[config.mk]
export PLATFORM = sky130hd
export DESIGN_NAME = bingo_master_gen
export DESIGN_NICKNAME = d
export VERILOG_FILES = /design/src/rtl/bingo_master_gen.sv
export SDC_FILE = /design/constraint.sdc
export NUM_CORES = 1
export LEC_CHECK = 0
export CORE_MARGIN = 2
export CORE_UTILIZATION = 52
export CTS_CLUSTER_SIZE = 24
export DETAILED_ROUTE_END_ITERATION = 10
export PLACE_DENSITY = 0.78
export SETUP_SLACK_MARGIN = 0.05
export SYNTH_ARGS = -nofsm -noshare
export SYNTH_HDL_FRONTEND = slang
export SYNTH_SLANG_ARGS = --single-unit
[constraint.sdc]
create_clock -name clk -period 4.1 [get_ports clk]
set_clock_uncertainty 0.1 [all_clocks]
set_input_delay 0.615 -clock clk [delete_from_list [all_inputs] [get_ports clk]]
set_output_delay 0.615 -clock clk [all_outputs]
set_load 0.05 [all_outputs]
[src/rtl/bingo_master_gen.sv]
// Master-side controller for a two-player N x N bingo game: board entry, turn-taking
// over the interboard link, circle tracking, line counting and an optional guess timeout.
module bingo_master_gen #(
  parameter int N            = 5,
  parameter int NW           = 5,
  parameter int LINES_TO_WIN = 5,
  parameter int TIMEOUT      = 0
) (
  input  logic                        clk,
  input  logic                        rst_n,
  input  logic                        interboard_rst,
  input  logic                        start_game,
  input  logic                        enter_pulse,
  input  logic [NW-1:0]               cur_number,
  input  logic                        inter_ready,
  input  logic                        interboard_en,
  input  logic [2:0]                  interboard_msg_type,
  input  logic [NW-1:0]               interboard_number,
  output logic                        my_turn,
  output logic                        transmit,
  output logic                        ctrl_en,
  output logic [2:0]                  ctrl_msg_type,
  output logic [NW-1:0]               ctrl_number,
  output logic [NW*N*N-1:0]           map,
  output logic [N*N-1:0]              circle,
  output logic [$clog2(2*N+3)-1:0]    line_count,
  output logic                        timeout_flag,
  output logic [3:0]                  o_dbg_state
);

  localparam int NN  = N * N;
  localparam int LW  = $clog2(2 * N + 3);
  localparam int PW  = $clog2(NN);
  localparam int IW  = $clog2(NN + 1);
  localparam int TW  = (TIMEOUT > 0) ? $clog2(TIMEOUT + 1) : 1;
  localparam int TW1 = TW + 1;
  localparam logic [NN-1:0] ONE = NN'(1);

  localparam logic [2:0] MSG_STATE_TURN = 3'd1;
  localparam logic [2:0] MSG_SEL_NUM    = 3'd2;
  localparam logic [2:0] MSG_STATE_WIN  = 3'd3;

  typedef enum logic [3:0] {
    IDLE          = 4'd0,
    SEND_START    = 4'd1,
    SEL           = 4'd2,
    SEND_SEL_DONE = 4'd3,
    WAIT_P2_SEL   = 4'd4,
    GUESS         = 4'd5,
    CHECK_WIN     = 4'd6,
    SEND_NUM      = 4'd7,
    SEND_WIN      = 4'd8,
    WAIT_P2_GUESS = 4'd9,
    UPDATE        = 4'd10,
    FIN           = 4'd11
  } state_t;

  // Handshake: a SEND_* state holds transmit=1 with its message on ctrl_msg_type/ctrl_number
  // until inter_ready is high at a clock edge; ctrl_en marks only the first cycle of that state.
  // Incoming messages are single-cycle: interboard_en qualifies type and number for that cycle.

  state_t            r_state, w_next;
  logic [NW*NN-1:0]  r_map;
  logic [NN-1:0]     r_circle, r_used;
  logic [PW-1:0]     r_pos [NN];
  logic [IW-1:0]     r_idx;
  logic [NW-1:0]     r_guess_num, r_rx_num;
  logic [TW-1:0]     r_tmo_cnt;
  logic              r_ctrl_en, r_timeout_flag;

  logic              w_cur_in_range, w_rx_in_range, w_rx_ok, w_full;
  logic [PW-1:0]     w_cur_pidx, w_cur_pos, w_rx_pidx, w_rx_pos, w_auto_pos;
  logic [NN-1:0]     w_circle_upd;
  logic [LW-1:0]     w_upd_lines;
  logic              w_won, w_upd_won, w_tmo_hit, w_auto_found;
  logic [NW-1:0]     w_auto_num;
  logic              w_sel_acc, w_guess_acc, w_auto, w_rx_latch;
  logic              w_send_entry, w_enter_idle;

  function automatic logic [LW-1:0] count_lines(input logic [NN-1:0] c);
    logic [LW-1:0] n;
    logic row_f, col_f, d0, d1;
    n  = '0;
    d0 = 1'b1;
    d1 = 1'b1;
    for (int i = 0; i < N; i++) begin
      row_f = 1'b1;
      col_f = 1'b1;
      for (int j = 0; j < N; j++) begin
        row_f &= c[PW'(i * N + j)];
        col_f &= c[PW'(j * N + i)];
      end
      n  = n + LW'(row_f) + LW'(col_f);
      d0 &= c[PW'(i * N + i)];
      d1 &= c[PW'(i * N + (N - 1 - i))];
    end
    n = n + LW'(d0) + LW'(d1);
    return n;
  endfunction

  assign w_cur_in_range = (cur_number != '0) && (cur_number <= NW'(NN));
  assign w_cur_pidx     = PW'(cur_number - 1'b1);
  assign w_cur_pos      = r_pos[w_cur_pidx];
  assign w_full         = (r_idx == IW'(NN));

  assign w_rx_in_range  = (r_rx_num != '0) && (r_rx_num <= NW'(NN));
  assign w_rx_pidx      = PW'(r_rx_num - 1'b1);
  assign w_rx_pos       = r_pos[w_rx_pidx];
  assign w_rx_ok        = w_rx_in_range && r_used[w_rx_pidx] && !r_circle[w_rx_pos];
  assign w_circle_upd   = r_circle | (w_rx_ok ? (ONE << w_rx_pos) : '0);

  // UPDATE decides on the board including the cell it is about to circle.
  assign line_count     = count_lines(r_circle);
  assign w_upd_lines    = count_lines(w_circle_upd);
  assign w_won          = (line_count >= LW'(LINES_TO_WIN));
  assign w_upd_won      = (w_upd_lines >= LW'(LINES_TO_WIN));

  assign w_tmo_hit      = (TIMEOUT > 0) && (({1'b0, r_tmo_cnt} + 1'b1) == TW1'(TIMEOUT));

  always_comb begin
    w_auto_found = 1'b0;
    w_auto_num   = '0;
    w_auto_pos   = '0;
    for (int v = NN; v >= 1; v--) begin
      if (r_used[PW'(v - 1)] && !r_circle[r_pos[PW'(v - 1)]]) begin
        w_auto_found = 1'b1;
        w_auto_num   = NW'(v);
        w_auto_pos   = r_pos[PW'(v - 1)];
      end
    end
  end

  always_ff @(posedge clk or negedge rst_n) begin
    if (!rst_n)              r_state <= IDLE;
    else if (interboard_rst) r_state <= IDLE;
    else                     r_state <= w_next;
  end

  always_comb begin
    w_next      = r_state;
    w_sel_acc   = 1'b0;
    w_guess_acc = 1'b0;
    w_auto      = 1'b0;
    w_rx_latch  = 1'b0;
    case (r_state)
      IDLE:          if (start_game) w_next = SEND_START;
      SEND_START:    if (inter_ready) w_next = SEL;
      SEL: begin
        if (w_full) w_next = SEND_SEL_DONE;
        else if (enter_pulse && w_cur_in_range && !r_used[w_cur_pidx]) w_sel_acc = 1'b1;
      end
      SEND_SEL_DONE: if (inter_ready) w_next = WAIT_P2_SEL;
      WAIT_P2_SEL:
        if (interboard_en && interboard_msg_type == MSG_STATE_TURN) w_next = GUESS;
      GUESS: begin
        if (enter_pulse && w_cur_in_range && r_used[w_cur_pidx] && !r_circle[w_cur_pos]) begin
          w_guess_acc = 1'b1;
          w_next      = CHECK_WIN;
        end else if (w_tmo_hit && w_auto_found) begin
          w_auto = 1'b1;
          w_next = CHECK_WIN;
        end
      end
      CHECK_WIN:     w_next = w_won ? SEND_WIN : SEND_NUM;
      SEND_NUM:      if (inter_ready) w_next = WAIT_P2_GUESS;
      WAIT_P2_GUESS: begin
        if (interboard_en && interboard_msg_type == MSG_STATE_WIN) begin
          w_next = FIN;
        end else if (interboard_en && interboard_msg_type == MSG_SEL_NUM) begin
          w_rx_latch = 1'b1;
          w_next     = UPDATE;
        end
      end
      UPDATE:        w_next = w_upd_won ? SEND_WIN : GUESS;
      SEND_WIN:      if (inter_ready) w_next = FIN;
      FIN:           if (start_game) w_next = IDLE;
      default:       w_next = IDLE;
    endcase
  end

  assign w_send_entry = (w_next != r_state) &&
                        (w_next inside {SEND_START, SEND_SEL_DONE, SEND_NUM, SEND_WIN});
  assign w_enter_idle = (w_next == IDLE) && (r_state != IDLE);

  always_ff @(posedge clk or negedge rst_n) begin
    if (!rst_n) begin
      r_map          <= '0;
      r_circle       <= '0;
      r_used         <= '0;
      r_idx          <= '0;
      r_guess_num    <= '0;
      r_rx_num       <= '0;
      r_tmo_cnt      <= '0;
      r_ctrl_en      <= 1'b0;
      r_timeout_flag <= 1'b0;
      for (int i = 0; i < NN; i++) r_pos[i] <= '0;
    end else if (interboard_rst || w_enter_idle) begin
      r_map          <= '0;
      r_circle       <= '0;
      r_used         <= '0;
      r_idx          <= '0;
      r_guess_num    <= '0;
      r_rx_num       <= '0;
      r_tmo_cnt      <= '0;
      r_ctrl_en      <= 1'b0;
      r_timeout_flag <= 1'b0;
    end else begin
      r_ctrl_en      <= w_send_entry;
      r_timeout_flag <= w_auto;
      if (w_sel_acc) begin
        r_map[NW*r_idx +: NW] <= cur_number;
        r_used[w_cur_pidx]    <= 1'b1;
        r_pos[w_cur_pidx]     <= PW'(r_idx);
        r_idx                 <= r_idx + 1'b1;
      end
      if (w_guess_acc) begin
        r_guess_num         <= cur_number;
        r_circle[w_cur_pos] <= 1'b1;
      end else if (w_auto) begin
        r_guess_num          <= w_auto_num;
        r_circle[w_auto_pos] <= 1'b1;
      end
      if (w_rx_latch) r_rx_num <= interboard_number;
      if (r_state == UPDATE) r_circle <= w_circle_upd;
      // Counter restarts whenever GUESS is (re)entered and freezes at the firing point.
      if (r_state != GUESS || TIMEOUT == 0) r_tmo_cnt <= '0;
      else if (!w_tmo_hit)                  r_tmo_cnt <= r_tmo_cnt + 1'b1;
    end
  end

  always_comb begin
    my_turn       = 1'b0;
    transmit      = 1'b0;
    ctrl_msg_type = '0;
    ctrl_number   = '0;
    case (r_state)
      SEL, GUESS, CHECK_WIN, FIN: my_turn = 1'b1;
      SEND_START, SEND_SEL_DONE: begin
        transmit      = 1'b1;
        ctrl_msg_type = MSG_STATE_TURN;
      end
      SEND_NUM: begin
        transmit      = 1'b1;
        ctrl_msg_type = MSG_SEL_NUM;
        ctrl_number   = r_guess_num;
      end
      SEND_WIN: begin
        transmit      = 1'b1;
        ctrl_msg_type = MSG_STATE_WIN;
      end
      default: ;
    endcase
  end

  assign ctrl_en      = r_ctrl_en;
  assign timeout_flag = r_timeout_flag;
  assign map          = r_map;
  assign circle       = r_circle;
  assign o_dbg_state  = r_state;

endmodule

==> flow_summary.toml <==
[outcome]
outcome = "complete, no violations"

[clocking]
cts-buffers-inserted = 35
ctsHtreeMaxLevel = 2
root_buffer = "clkbuf_16"
cts_tree = "built"
clk_pin_slew_ns = 0.06
cts_num_sinks = 320
clockBufferDepth = 3
insertion_delay_ns = 0.52

[final_layout]
final_nets = 1807
fillers = 2185
multi_input_area_mm2 = 0.00816
area_growth_pct = 27.1
layout-drive-gt1-share_pct = 26.6
fin_cells = 2202
seqCellArea_mm2 = 0.00801
final_core_util_pct = 67.4

[routing]
routed_wl_mm = 49.9
via_count = 13800
drcViolationCount = 0
drtAntennaViolNets = 0
wl_per_cell_um = 22.6
drt_first_pass_iters = 6
viasPerCell = 6.26
drtIter0Drc = 1518

[power]
power.internal_w = 0.00540
pwr-share-clk_pct = 46.6
irDropWorstVdd_mv = 0.248
leakage_nw = 9.70
seqPwrFrac_pct = 44.6
combPwrFrac_pct = 8.8
p_sw_w = 0.00172
switching_share_pct = 24.1
p_per_area_mw_per_mm2 = 334

[worst_hold_path]
min_path_type = "primary input to async pin"

[grt]
gr-total-overflow = 0
grt_util_all_layers_pct = 29.7
gr-usage-met2_pct = 47.4
grt_pass1_wl_mm = 78.0
grt_pass1_vias = 13700
busiest_layer = "met2"
met1_usage_pct = 39.9
grt_max_degree = 192
use_met3_pct = 6.58
antenna_found_initial = 2

[floorplanning]
row_count = 65
coreArea_mm2 = 0.0316
start_util_pct = 53.0
die_h_um = 184
die_area_mm2 = 0.0337
ios = 190
fp.dieW_um = 184

[synth]
seq_area_frac_synth_pct = 47.7
syn_area_per_cell_um2 = 11.2
synth_edf_count = 0
async_flop_share_pct = 100
yosysUniqueCellTypes = 73
synthCells = 1498
synth_warnings = 0
synth_area_mm2 = 0.0168
ys_ff_latch = 320
ys.flop_type = "dfrtp_1"

[sta]
hold_ws_ns = 0.00143
finalCritPeriodShare_pct = 95.4
timing.slew.headroom_pct = 41.8
rsz0062_at_grt = "false"
fin_crit_ns = 3.91
setup_viol = 0
hold_violations = 0
tightest_slew_ns = 0.873
slew_violations = 0
fmax_mhz = 256

[critical_path]
slowest_delay_ns = 0.52
path_cells = "inv_1 -> ha_1 -> buf_12 -> mux4_2 -> mux2_2 -> a32oi_1 -> nor2_1 -> a21oi_1 -> buf_4 -> mux4_2 -> nor3_1 -> a22o_1 -> a21oi_1 -> nor2_1"
worstSetupEndpointType = "flip-flop"
worstPathRequired_ns = 4.43
critical-path-slowest-cell = "mux4_2"
path_class = "flip-flop to flip-flop"
arrival_ns = 4.24
cp-start-kind = "flip-flop"
critPathMaxFanout = 40

[placement]
dp.cells = 2136
post-dp-hpwl_mm = 33.8
routabilityCongestion = 0.965
io_buffers = 183

[run]
cap_violations = 0
-- layout make-up --
class	count	area share [%]
Clock buffer	51	4.86
Sequential cell	320	37.6
Antenna cell	1	0.0117
Multi-Input combinational cell	1023	38.3
Tap cell	402	2.36
Timing Repair Buffer	356	15.4
Inverter	38	0.686
Clock inverter	11	0.845
-- worst paths after layout --
path | slack, ns | endpoint | start | cells after the start
max | 0.19 | circle[2] | r_rx_num[1] | 14
min | 0.001 | r_pos[88] | rst_n | 1
max reg2reg | 0.19 | circle[2] | r_rx_num[1] | 14
min reg2reg | 0.42 | map[74] | map[74] | 2
max in group asynchronous | 2.99 | circle[6] | rst_n | 2
min in group clk | 0.42 | map[74] | map[74] | 2
-- power by group through the flow --
stage | registers [W] | logic (W) | clock network, W
global route | 0.00317 | 0.000665 | 0.00349
CTS | 0.00317 | 0.000610 | 0.00334
floorplan | 0.00324 | 0.000329 | 0
global placement | 0.00323 | 0.000591 | 0
finish | 0.00318 | 0.000623 | 0.00332
detailed placement | 0.00323 | 0.000601 | 0
-- cell usage after synthesis, drive strengths merged, types with 3 or more instances --
cell type / count / share of area [%]
nand2b: 8 / 0.30
xor2: 7 / 0.37
nand3b: 3 / 0.13
and3: 15 / 0.56
a211oi: 4 / 0.18
or3: 11 / 0.41
o22ai: 3 / 0.11
a221o: 4 / 0.24
o21ai: 35 / 1.0
nor2b: 9 / 0.34
o2111ai: 4 / 0.21
nand3: 65 / 2.0
xnor2: 7 / 0.37
nor2: 170 / 3.8
a32oi: 3 / 0.16
a22o: 9 / 0.47
dfrtp: 320 / 48
a21oi: 88 / 2.6
buf: 48 / 2.0
a31oi: 19 / 0.71
clkbuf: 73 / 1.6
nor4: 3 / 0.24
nand4: 12 / 0.45
nor3b: 4 / 0.24
mux2i: 99 / 5.9
a211o: 3 / 0.16
ha: 13 / 0.97
inv: 38 / 0.85
and2: 15 / 0.56
a21o: 5 / 0.22
nor3: 25 / 0.75
mux4: 76 / 10
nand2: 124 / 2.8
mux2: 139 / 9.3
o211ai: 6 / 0.35
-- per-layer routing --
layer / part of all wire (%) / routed length, um
met5: 0 / 0
met4: 4.0 / 2010
met3: 9.4 / 4700
met2: 47 / 23500
met1: 39 / 19700
-- cell usage in the layout, fill, tap and decap left out, types with 9 or more instances in the layout --
cell	count
mux2_2	138
nor3_1	24
a22o_1	9
inv_1	35
and3_1	15
clkbuf_16	36
and2_1	14
nand2_1	120
ha_1	11
a31oi_1	19
a21oi_1	87
buf_12	11
nand3_1	61
or3_1	11
mux4_2	76
nand4_1	12
o21ai_0	35
buf_4	160
dfrtp_1	319
clkdlybuf4s50_1	180
nor2_1	170
mux2i_1	99
-- worst max-delay path, delay by kind of cell (launching register included) --
kind	cells	cell delay (ns)
AO/OA/AOI/OAI	4	0.65
AND/OR/NAND/NOR	3	0.56
buffers and inverters	3	0.54
multiplexers	3	1.24
adder cells (fa/ha/maj)	1	0.32
flip-flops	1	0.39
-- cell families (layout without fill, tap and decap cells) --
kind of cell    Yosys count  in the layout  synth area share [%]
simple gates            473            473                  13.0
flops                   320            320                  47.7
mux                     314            314                  25.4
compound gates          203            203                  7.58
buf+inv                 160            456                  4.53
xor+xnor                 14             14                 0.731
fa+ha+maj                13             13                 0.969
other cells               1              7                0.0223
-- state kept, by name, summed over array words and instances, names as in the netlist --
signal and count:
r_rx_num 5, r_used 25, ctrl_en 1, circle 25
r_guess_num 5, map 125, o_dbg_state 4, r_idx 5
r_pos 125
-- per-stage QoR --
stage | setup TNS, ns | area (um2) | power [W] | setup slack [ns]
after floorplan | -6.20 | 16900 | 0.00357 | -0.280
final | 0 | 21300 | 0.00712 | 0.189
after CTS | 0 | 21200 | 0.00713 | 0.0988
after global routing | 0 | 21300 | 0.00733 | 0.0500
after global placement | -43.46 | 20000 | 0.00382 | -0.395
after detailed placement | -57.42 | 20000 | 0.00383 | -0.477
-- what timing repair did --
action / in CTS / in global routing
hold buffers: 0 / 0
buffers inserted: 2 / 1
gates resized for setup: 1 / 13
gates cloned: 0 / 0
pin swaps: 1 / 3
endpoints found under the setup margin: 3 / 159
Power figures use the tool's default switching activity.
